<file path="config.mk">
export PLATFORM = sky130hd
export DESIGN_NAME = uart_word_receiver
export DESIGN_NICKNAME = d
export VERILOG_FILES = /design/src/rtl/uart_word_receiver.sv
export SDC_FILE = /design/constraint.sdc
export NUM_CORES = 1
export LEC_CHECK = 0
export CORE_MARGIN = 1.5
export CORE_UTILIZATION = 57
export DETAILED_ROUTE_END_ITERATION = 6
export GPL_TIMING_DRIVEN = 1
export HOLD_SLACK_MARGIN = 0.12
export PLACE_DENSITY_LB_ADDON = 0.08
export SYNTH_ARGS = -nofsm -noshare
export SYNTH_HDL_FRONTEND = slang
export SYNTH_SLANG_ARGS = --single-unit
</file>
<file path="constraint.sdc">
create_clock -name clk -period 2.9 [get_ports clk]
set_input_delay 0.29 -clock clk [delete_from_list [all_inputs] [get_ports clk]]
set_output_delay 0.29 -clock clk [all_outputs]
set_load 0.01 [all_outputs]
</file>
<file path="src/rtl/uart_word_receiver.sv">
// -----------------------------------------------------------------------------
// uart_word_receiver
//
// Serial receive front-end for the CPU boot path. Samples the asynchronous rx
// line, deserialises 8N1 UART bytes and packs byte pairs into 16-bit program
// words, each presented with its RAM address as a one-cycle write strobe.
// Words are emitted in ascending address order until a full image of WORDS
// words has been delivered; after that, received bytes are ignored.
//
// Parameters:
//   CLKS_PER_BIT  ce-qualified clock cycles per UART bit (>= 4)
//   WORDS         number of words in one complete image
//
// Ports:
//   clk         system clock
//   rst         asynchronous active-high reset
//   ce          clock enable; when low, all state, counters and outputs hold
//   rx          UART serial input, asynchronous, idle high
//   word_valid  registered strobe; word_data/word_adr valid (one ce-cycle)
//   word_data   assembled word; first received byte in [15:8]
//   word_adr    RAM address of the word, 0 .. WORDS-1
//   load_done   sticky; set together with the strobe of address WORDS-1
//   frame_err   sticky; set whenever a stop bit is sampled as 0
// -----------------------------------------------------------------------------
module uart_word_receiver #(
  parameter int CLKS_PER_BIT = 868,
  parameter int WORDS        = 64
) (
  input  logic        clk,
  input  logic        rst,
  input  logic        ce,
  input  logic        rx,
  output logic        word_valid,
  output logic [15:0] word_data,
  output logic [5:0]  word_adr,
  output logic        load_done,
  output logic        frame_err
);

  // Bit-period counter must hold CLKS_PER_BIT-1.
  localparam int CW = (CLKS_PER_BIT > 2) ? $clog2(CLKS_PER_BIT) : 2;

  // Terminal counts: the start bit is sampled half a bit after the falling
  // edge is seen, every later sample one full bit after the previous one.
  localparam logic [CW-1:0] HALF_LAST = CW'(CLKS_PER_BIT / 2 - 1);
  localparam logic [CW-1:0] BIT_LAST  = CW'(CLKS_PER_BIT - 1);
  localparam logic [5:0]    LAST_ADR  = 6'(WORDS - 1);

  typedef enum logic [2:0] {
    IDLE,
    START,
    DATA,
    STOP,
    WAIT_IDLE
  } state_t;

  // ---------------------------------------------------------------------------
  // Input synchroniser. Both flops come out of reset at the idle level so that
  // reset release never looks like a start bit.
  // ---------------------------------------------------------------------------
  logic rx_meta;
  logic rx_sync;

  // NOTE: every clocked process uses non-blocking assignments so that all
  // flops update together from pre-edge values; blocking assignments here
  // would make rx_sync pick up rx in the same edge and remove a stage.
  always_ff @(posedge clk or posedge rst) begin
    if (rst) begin
      rx_meta <= 1'b1;
      rx_sync <= 1'b1;
    end else if (ce) begin
      rx_meta <= rx;
      rx_sync <= rx_meta;
    end
  end

  // ---------------------------------------------------------------------------
  // Receiver FSM, byte-pair packing and output registers.
  // ---------------------------------------------------------------------------
  state_t          state;
  logic [CW-1:0]   cnt;        // ce-cycles elapsed in the current bit window
  logic [2:0]      bit_idx;    // data bits sampled so far in this byte
  logic [7:0]      shreg;      // LSB-first data shift register
  logic [7:0]      hi_byte;    // first byte of the word being assembled
  logic            phase;      // 0: next accepted byte is the high byte
  logic [5:0]      word_cnt;   // address of the next word to emit

  always_ff @(posedge clk or posedge rst) begin
    if (rst) begin
      state      <= IDLE;
      cnt        <= '0;
      bit_idx    <= '0;
      shreg      <= '0;
      hi_byte    <= '0;
      phase      <= 1'b0;
      word_cnt   <= '0;
      word_valid <= 1'b0;
      word_data  <= '0;
      word_adr   <= '0;
      load_done  <= 1'b0;
      frame_err  <= 1'b0;
    end else if (ce) begin
      // The strobe is cleared on the next enabled cycle only, so a ce gap
      // right after the stop sample stretches it rather than dropping it.
      word_valid <= 1'b0;

      case (state)
        IDLE: begin
          if (!rx_sync) begin
            cnt     <= '0;
            bit_idx <= '0;
            state   <= START;
          end
        end

        START: begin
          if (cnt == HALF_LAST) begin
            cnt <= '0;
            // A line that is already high again mid-start-bit was a glitch;
            // it is dropped silently.
            state <= rx_sync ? IDLE : DATA;
          end else begin
            cnt <= cnt + CW'(1);
          end
        end

        DATA: begin
          if (cnt == BIT_LAST) begin
            cnt     <= '0;
            shreg   <= {rx_sync, shreg[7:1]};
            bit_idx <= bit_idx + 3'd1;
            if (bit_idx == 3'd7) begin
              state <= STOP;
            end
          end else begin
            cnt <= cnt + CW'(1);
          end
        end

        STOP: begin
          if (cnt == BIT_LAST) begin
            cnt <= '0;
            if (rx_sync) begin
              // Returning to IDLE right at the stop sample leaves half a bit
              // of margin before a back-to-back start bit can be seen.
              state <= IDLE;
              if (!load_done) begin
                if (!phase) begin
                  hi_byte <= shreg;
                  phase   <= 1'b1;
                end else begin
                  word_data  <= {hi_byte, shreg};
                  word_adr   <= word_cnt;
                  word_valid <= 1'b1;
                  phase      <= 1'b0;
                  // The counter parks on the last address instead of
                  // wrapping; load_done blocks any further writes.
                  if (word_cnt == LAST_ADR) begin
                    load_done <= 1'b1;
                  end else begin
                    word_cnt <= word_cnt + 6'd1;
                  end
                end
              end
            end else begin
              // Framing error: drop the byte and resynchronise the pairing
              // so the next good byte starts a fresh word.
              frame_err <= 1'b1;
              phase     <= 1'b0;
              state     <= WAIT_IDLE;
            end
          end else begin
            cnt <= cnt + CW'(1);
          end
        end

        WAIT_IDLE: begin
          // A stuck-low line (break) must not be taken as a new start bit.
          if (rx_sync) begin
            state <= IDLE;
          end
        end

        default: begin
          state <= IDLE;
        end
      endcase
    end
  end

endmodule

</file>
==> results of run 1 <==
[state kept, by name, indices dropped and copies added, names as in the netlist]
signal      flops
bit_idx         3
cnt            10
hi_byte         8
word_adr        6
word_cnt        6
rx_meta         1
word_data      16
frame_err       1
load_done       1
state           3
phase           1
shreg           8
rx_sync         1
word_valid      1
[stage by stage]
step | util (%) | cells
finish | 71.06 | 373
global route | 71.06 | 373
CTS | 71.06 | 373
detailed placement | 66.88 | 357
global placement | 66.88 | 357
floorplan | - | 268
[worst max-delay path by stage]
| stage | start | endpoint | cells after the start |
|---|---|---|---|
| 3_3_place_gp | ce | word_data[0]$_DFFE_PP0P_ | 6 |
| 2_1_floorplan | cnt[1]$_DFFE_PP0P_ | state[1]$_DFFE_PP0P_ | 7 |
| 5_1_grt | state[1]$_DFFE_PP0P_ | word_adr[2]$_DFFE_PP0P_ | 5 |
| 6_report | state[1]$_DFFE_PP0P_ | word_adr[2]$_DFFE_PP0P_ | 5 |
| 3_5_place_dp | ce | word_adr[2]$_DFFE_PP0P_ | 6 |
| 4_1_cts | state[1]$_DFFE_PP0P_ | word_adr[2]$_DFFE_PP0P_ | 5 |
[power by group]
group | switching (mW) | total [mW] | internal [mW]
Clock | 0.356 | 0.843 | 0.487
Combinational | 0.271 | 0.455 | 0.185
Sequential | 0.147 | 1.15 | 1.00
[cell usage after synthesis, types with 4 or more instances]
| master | count | area (µm²) |
|---|---|---|
| o21ai_0 | 11 | 55.05 |
| o211ai_1 | 8 | 60.06 |
| nor2_1 | 7 | 26.28 |
| and3_1 | 4 | 25.02 |
| nor4_1 | 5 | 31.28 |
| inv_1 | 7 | 26.28 |
| dfrtp_1 | 64 | 1602 |
| nand2b_1 | 4 | 25.02 |
| nand2_1 | 24 | 90.09 |
| nand3_1 | 11 | 55.05 |
| nor3_1 | 8 | 40.04 |
| mux2_2 | 39 | 439.2 |
| clkbuf_1 | 10 | 37.54 |
| ha_1 | 5 | 62.56 |
| buf_6 | 4 | 45.04 |
[cells by family after synthesis]
group | count (synthesis)
muxes | 44
and+or+nand+nor | 87
AOI/OAI and AO/OA | 38
buffers and inverters | 23
xor gates and xnor gates | 5
adders and majority gates | 5
DFF | 66
[critical path, stage by stage, from the launching register on]
cell,delay (ns)
dfrtp_1,0.60
nand2_2,0.17
or4_1,0.67
or2_1,0.33
buf_4,0.25
mux2_4,0.32
[cell type report]
| type | instances | area (µm²) | area share, % |
|---|---|---|---|
| multi-input combinational | 179 | 1368 | 36.98 |
| clock inverter | 6 | 90.09 | 2.436 |
| inverter | 7 | 26.28 | 0.7104 |
| sequential | 66 | 1654 | 44.72 |
| tap | 70 | 87.58 | 2.368 |
| clock buffer | 10 | 127.6 | 3.451 |
| timing repair buffer | 35 | 345.3 | 9.337 |
[per-layer routing]
layer	share of wire [%]	track usage, %	routed length [µm]	vias up
met3	4.2	5.595	255	14
li1	-	-	-	1041
met5	0	0	0	-
met2	46	34.74	2791	58
met4	2.1	10.00	129	0
met1	48	30.38	2881	1061
==> results.md, run 1 <==
* Hold/Removal Path Class: in2async
* Ys Warns at 0
* FILL cells at 367
* Worst Setup Slack, final at about 0.44 ns
* Count of cell types in the netlist at 52
* Hold_ws at between 0.2 and 0.3 ns
* Req. time, crit path at 3.13 ns
* CP Class: reg2reg
* Clk Latency, worst-skew pair at approximately 0.34 ns
* Htree depth at 3
* Dpl ws at 0.4089 ns
* Clock skew at 0.006568 ns
* Synth Instances at 268
* Routability Congestion at 0.8282
* Pwr per Cell Area at 662.0 nW/µm²
* Core Area at approximately 5200 µm²
* Largest net degree at the start of global routing at 48
* Dpl cell area at 3481 µm²
* TritonCTS Sinks at 66
* Most common cell after layout, fill and taps aside: dfrtp_1
* Post-CTS sizing at 0
* Via Count at about 2200
* Final Hold Vio Count at 0
* Fin crit period at 2.459 ns
* Largest family of logic cells by synthesized area: multiplexers
* DR iter-0 viols at around 120
* TritonCTS buffer count at 9
* Fin crit share at between 80% and 90%
* R2R setup slack at 0.44 ns
* Gr usage total at a little under a quarter
* Critical Path AT at 2.69 ns
* Startpoint types: flip-flop
* RR Endpoint: word_adr[2]$_DFFE_PP0P_
* Final setup violating endpoints at 0
* Slew margin rel. at about three fifths
* Share of cells above drive strength 1 at between 20% and 30%
* Detailed Routing Iterations Pass 1 at 4
* Post-Synthesis Cell Area at 3143 µm²
* IO Pins at 29
* Unrepaired setup endpoints after global routing: no
* Vias/cell at about 6
* Post-route design area at between 3000 and 4000 µm²
* Hold Buf Count CTS at 0
* Synth Net Count at 277
* Outcome: completed
* ANT cells at 0
* Max Cap Viol at 0
* DIE AREA at 5968 µm²
* Antenna-violating nets left at 0
* TritonCTS clock tree: done
* Initial antenna violation count at 0
* Clk buf depth at 2
* Setup TNS at 0 ns
* Leak at 1.686 nW
* Vias in the first global route at 2200
* Ys async rst share at 100.0%
* Starting Density at 60.38%
* Final routed DRC violation total at 0
* Post-Synth Adder-Cell Area at 1.990%
* Leading cell types in the layout, fill and taps excluded: dfrtp_1, mux2_2, clkdlybuf4s50_1, nand2_1
* Reg clk slew, reported paths at 0.07 ns
* Commonest register cell after synthesis: dfrtp_1
* Post-CTS Setup Inserts at 0
* Number of synthesized register bits at 66
* Row count at 26
* Total power at between 2 and 2.5 mW
* Worst vdd ir at 482.4 µV
* Largest fanout on the critical path at 20
* Nets at 307
* Max Slew Vio Count at 0
* Synth Area in XOR/XNOR at under 10%
* Clock root cell: clkbuf_8
* Post-synthesis sequential area ratio at 52.63%
* R2R Path Start: state[1]$_DFFE_PP0P_
* Post-Synth Simple-Gate Area at 15.25%
* Area growth syn-to-layout at 17.68%
* Syn Area/Cell at 11.73 µm²
* Gr ovfl total at 0
* Mux cell area share after synthesis at around 16%
* # port buffers at 28
* Worst setup EP type: flip-flop
* Synth Area in Compound Gates at 8.838%
* HPWL after DPL at 4034 µm
* Die width at 77.26 µm
* Drt total wl at 6058 µm
* Max Clk Rate at 406.7 MHz
* Die Height at between 70 and 80 µm
* Avg WL per Cell at approximately 16 µm
* Number of flops mapped to enable cells by yosys at 0
* R2r worst-path depth at 5
* Global-route wire length before repair at ~10000 µm
* Worst-Margin Slew at 0.5918 ns
No activity file was read; power rests on OpenSTA's default activity.
==> inputs of run 2 (changes only) <==
- CORE_UTILIZATION: 57 -> 51
- clock period: 2.9 -> 2 ns (I/O delays scaled with it)
==> results.md, run 2 (synthesis results as in run 1) <==
* Clock root cell: clkbuf_8
* TritonCTS buffer count at 9
* Seq. cell area at roughly 1700 µm²
* Req. time, crit path at about 2.2 ns
* Biggest regs: word_data (16), cnt (10)
* DR iter-0 viols at around 110
* Largest net degree at the start of global routing at 24
* Die Height at 81.51 µm
* Failing checks: setup timing
* # port buffers at 28
* Multi-input gate area at 1440 µm²
* Fin crit share at 103.5%
* TritonCTS clock tree: done
* R2R Path Start: cnt[1]$_DFFE_PP0P_
* Via Count at 2313
* Worst-Margin Slew at between 0.5 and 0.6 ns
* Gr ovfl total at 0
* Total power at 3.794 mW
* Drt total wl at 6800 µm
* Hold/Removal Path Class: in2async
* Vias/cell at 5.683
* Htree depth at 3
* Pwr per Cell Area at 939.7 nW/µm²
* TritonCTS Sinks at 66
* Most common cell after layout, fill and taps aside: dfrtp_1
* Worst Setup Slack, final at -0.06946 ns
* Row count at 28
* Leak at 1.866 nW
* Clock skew at between 0.01 and 0.015 ns
* Reg clk slew, reported paths at 0.08 ns
* Detailed Routing Iterations Pass 1 at 4
* WP depth at 6
* Crit path buf inv count at 1
* Max Cap Viol at 0
* Hold Buf Count CTS at 0
* Max reg flops at 16
* Vias in the first global route at 2256
* Critical path's top delay family: simple AND/OR/NAND/NOR gates
* Final setup violating endpoints at 7
* Global-route wire length before repair at 10990 µm
* Leading cell types in the layout, fill and taps excluded: dfrtp_1, mux2_2, buf_4, clkdlybuf4s50_1, nand2_1
* IO Pins at 29
* DIE AREA at 6643 µm²
* Antenna-violating nets left at 0
* Starting Density at 53.09%
* Max Slew Vio Count at 0
* Worst vdd ir at 725.2 µV
* Slowest stage delay, CP at between 0.4 and 0.5 ns
* Die width at around 82 µm
* FILL cells at between 400 and 500
* Max Clk Rate at about 480 MHz
* Avg WL per Cell at 16.71 µm
* Hold_ws at 0.2357 ns
* Gr usage total at 22.31%
* Biggest register: word_data
* Routability Congestion at about 0.86
* Fin crit period at between 2 and 2.5 ns
* Dpl ws at -0.2231 ns
* Final Hold Vio Count at 0
* HPWL after DPL at 4554 µm
* Worst setup EP type: flip-flop
* Largest fanout on the critical path at 3
* CP Launch Point: cnt[1]$_DFFE_PP0P_
* Critical Path AT at 2.31 ns
* Final routed DRC violation total at 0
* Initial antenna violation count at 0
* CP Class: reg2reg
* Share of cells above drive strength 1 at about a third
* Outcome: complete, but fails checks
* Cell chain of the critical path: inv_1 -> ha_1 -> or4b_4 -> o31a_1 -> or3b_4 -> o32ai_2
* Slew margin rel. at between 60% and 70%
* Core Area at 5921 µm²
* Startpoint types: flip-flop
* Clk Latency, worst-skew pair at 0.34 ns
* Unrepaired setup endpoints after global routing: yes
* Slowest stage cell on the critical path: or4b_4
* ANT cells at 0
* Nets at 336
* Area growth syn-to-layout at 28.46%
* Clk buf depth at 2
* R2r worst-path depth at 6
-- run 2: cell count changes in the layout (fill, tap and decap cells not counted), moves of 2 or more --
cell,delta
buf_4,+23
buf_12,+4
clkinv_4,+3
buf_6,+2
-- run 2: layout make-up --
| class | instances | area share (%) |
|---|---|---|
| Tap cell | 75 | 2.324 |
| Clock inverter | 7 | 1.952 |
| Timing Repair Buffer | 64 | 15.37 |
| Inverter | 7 | 0.6508 |
| Multi-Input combinational cell | 179 | 35.67 |
| Sequential cell | 66 | 40.97 |
| Clock buffer | 9 | 3.068 |
-- run 2: power by group --
group / internal (mW) / switching [mW]
clock network: 0.587 / 0.567
registers: 1.46 / 0.106
logic: 0.483 / 0.595
-- run 2: per-layer routing --
metal / global-route usage, % / up-vias / part of all wire (%)
met4: 10.00 / 0 / 2.0
met1: 29.81 / 1146 / 45
met5: 0 / - / 0
li1: - / 1100 / -
met3: 4.333 / 14 / 3.3
met2: 35.21 / 53 / 49
-- run 2: worst paths after layout --
path / endpoint / slack, ns
worst max-delay path: state[1]$_DFFE_PP0P_ / -0.07
worst min-delay path: bit_idx[2]$_DFFE_PP0P_ / 0.24
worst min register to register: word_data[11]$_DFFE_PP0P_ / 0.50
max in group asynchronous: load_done$_DFFE_PP0P_ / 1.23
worst max register to register: state[1]$_DFFE_PP0P_ / -0.07
min in group clk: word_data[11]$_DFFE_PP0P_ / 0.50
-- run 2: per-stage QoR --
step                      TNS, ns  area [µm²]  utilization, %  cells
after CTS                 -0.1474        3999           67.54    406
after global routing       -1.357        4038           68.20    407
after floorplan           -0.3953        3167               -    268
after detailed placement   -4.536        3752           63.38    389
after global placement     -3.458        3752           63.38    389
final                     -0.2228        4038           68.20    407
-- run 2: worst register-to-register path, stage by stage, from the launching register on --
cell     delay, ns
dfrtp_1       0.40
inv_1         0.06
ha_1          0.13
or4b_4        0.46
o31a_1        0.29
or3b_4        0.40
o32ai_2       0.24
-- run 2: repair_timing --
| action | CTS | global route |
|---|---|---|
| buffers inserted | 0 | 1 |
| setup endpoints to repair | 17 | 24 |
| pin swaps | 1 | 0 |
| gates resized for setup | 11 | 8 |
| gates cloned | 1 | 0 |
| hold endpoints to repair | 0 | 0 |
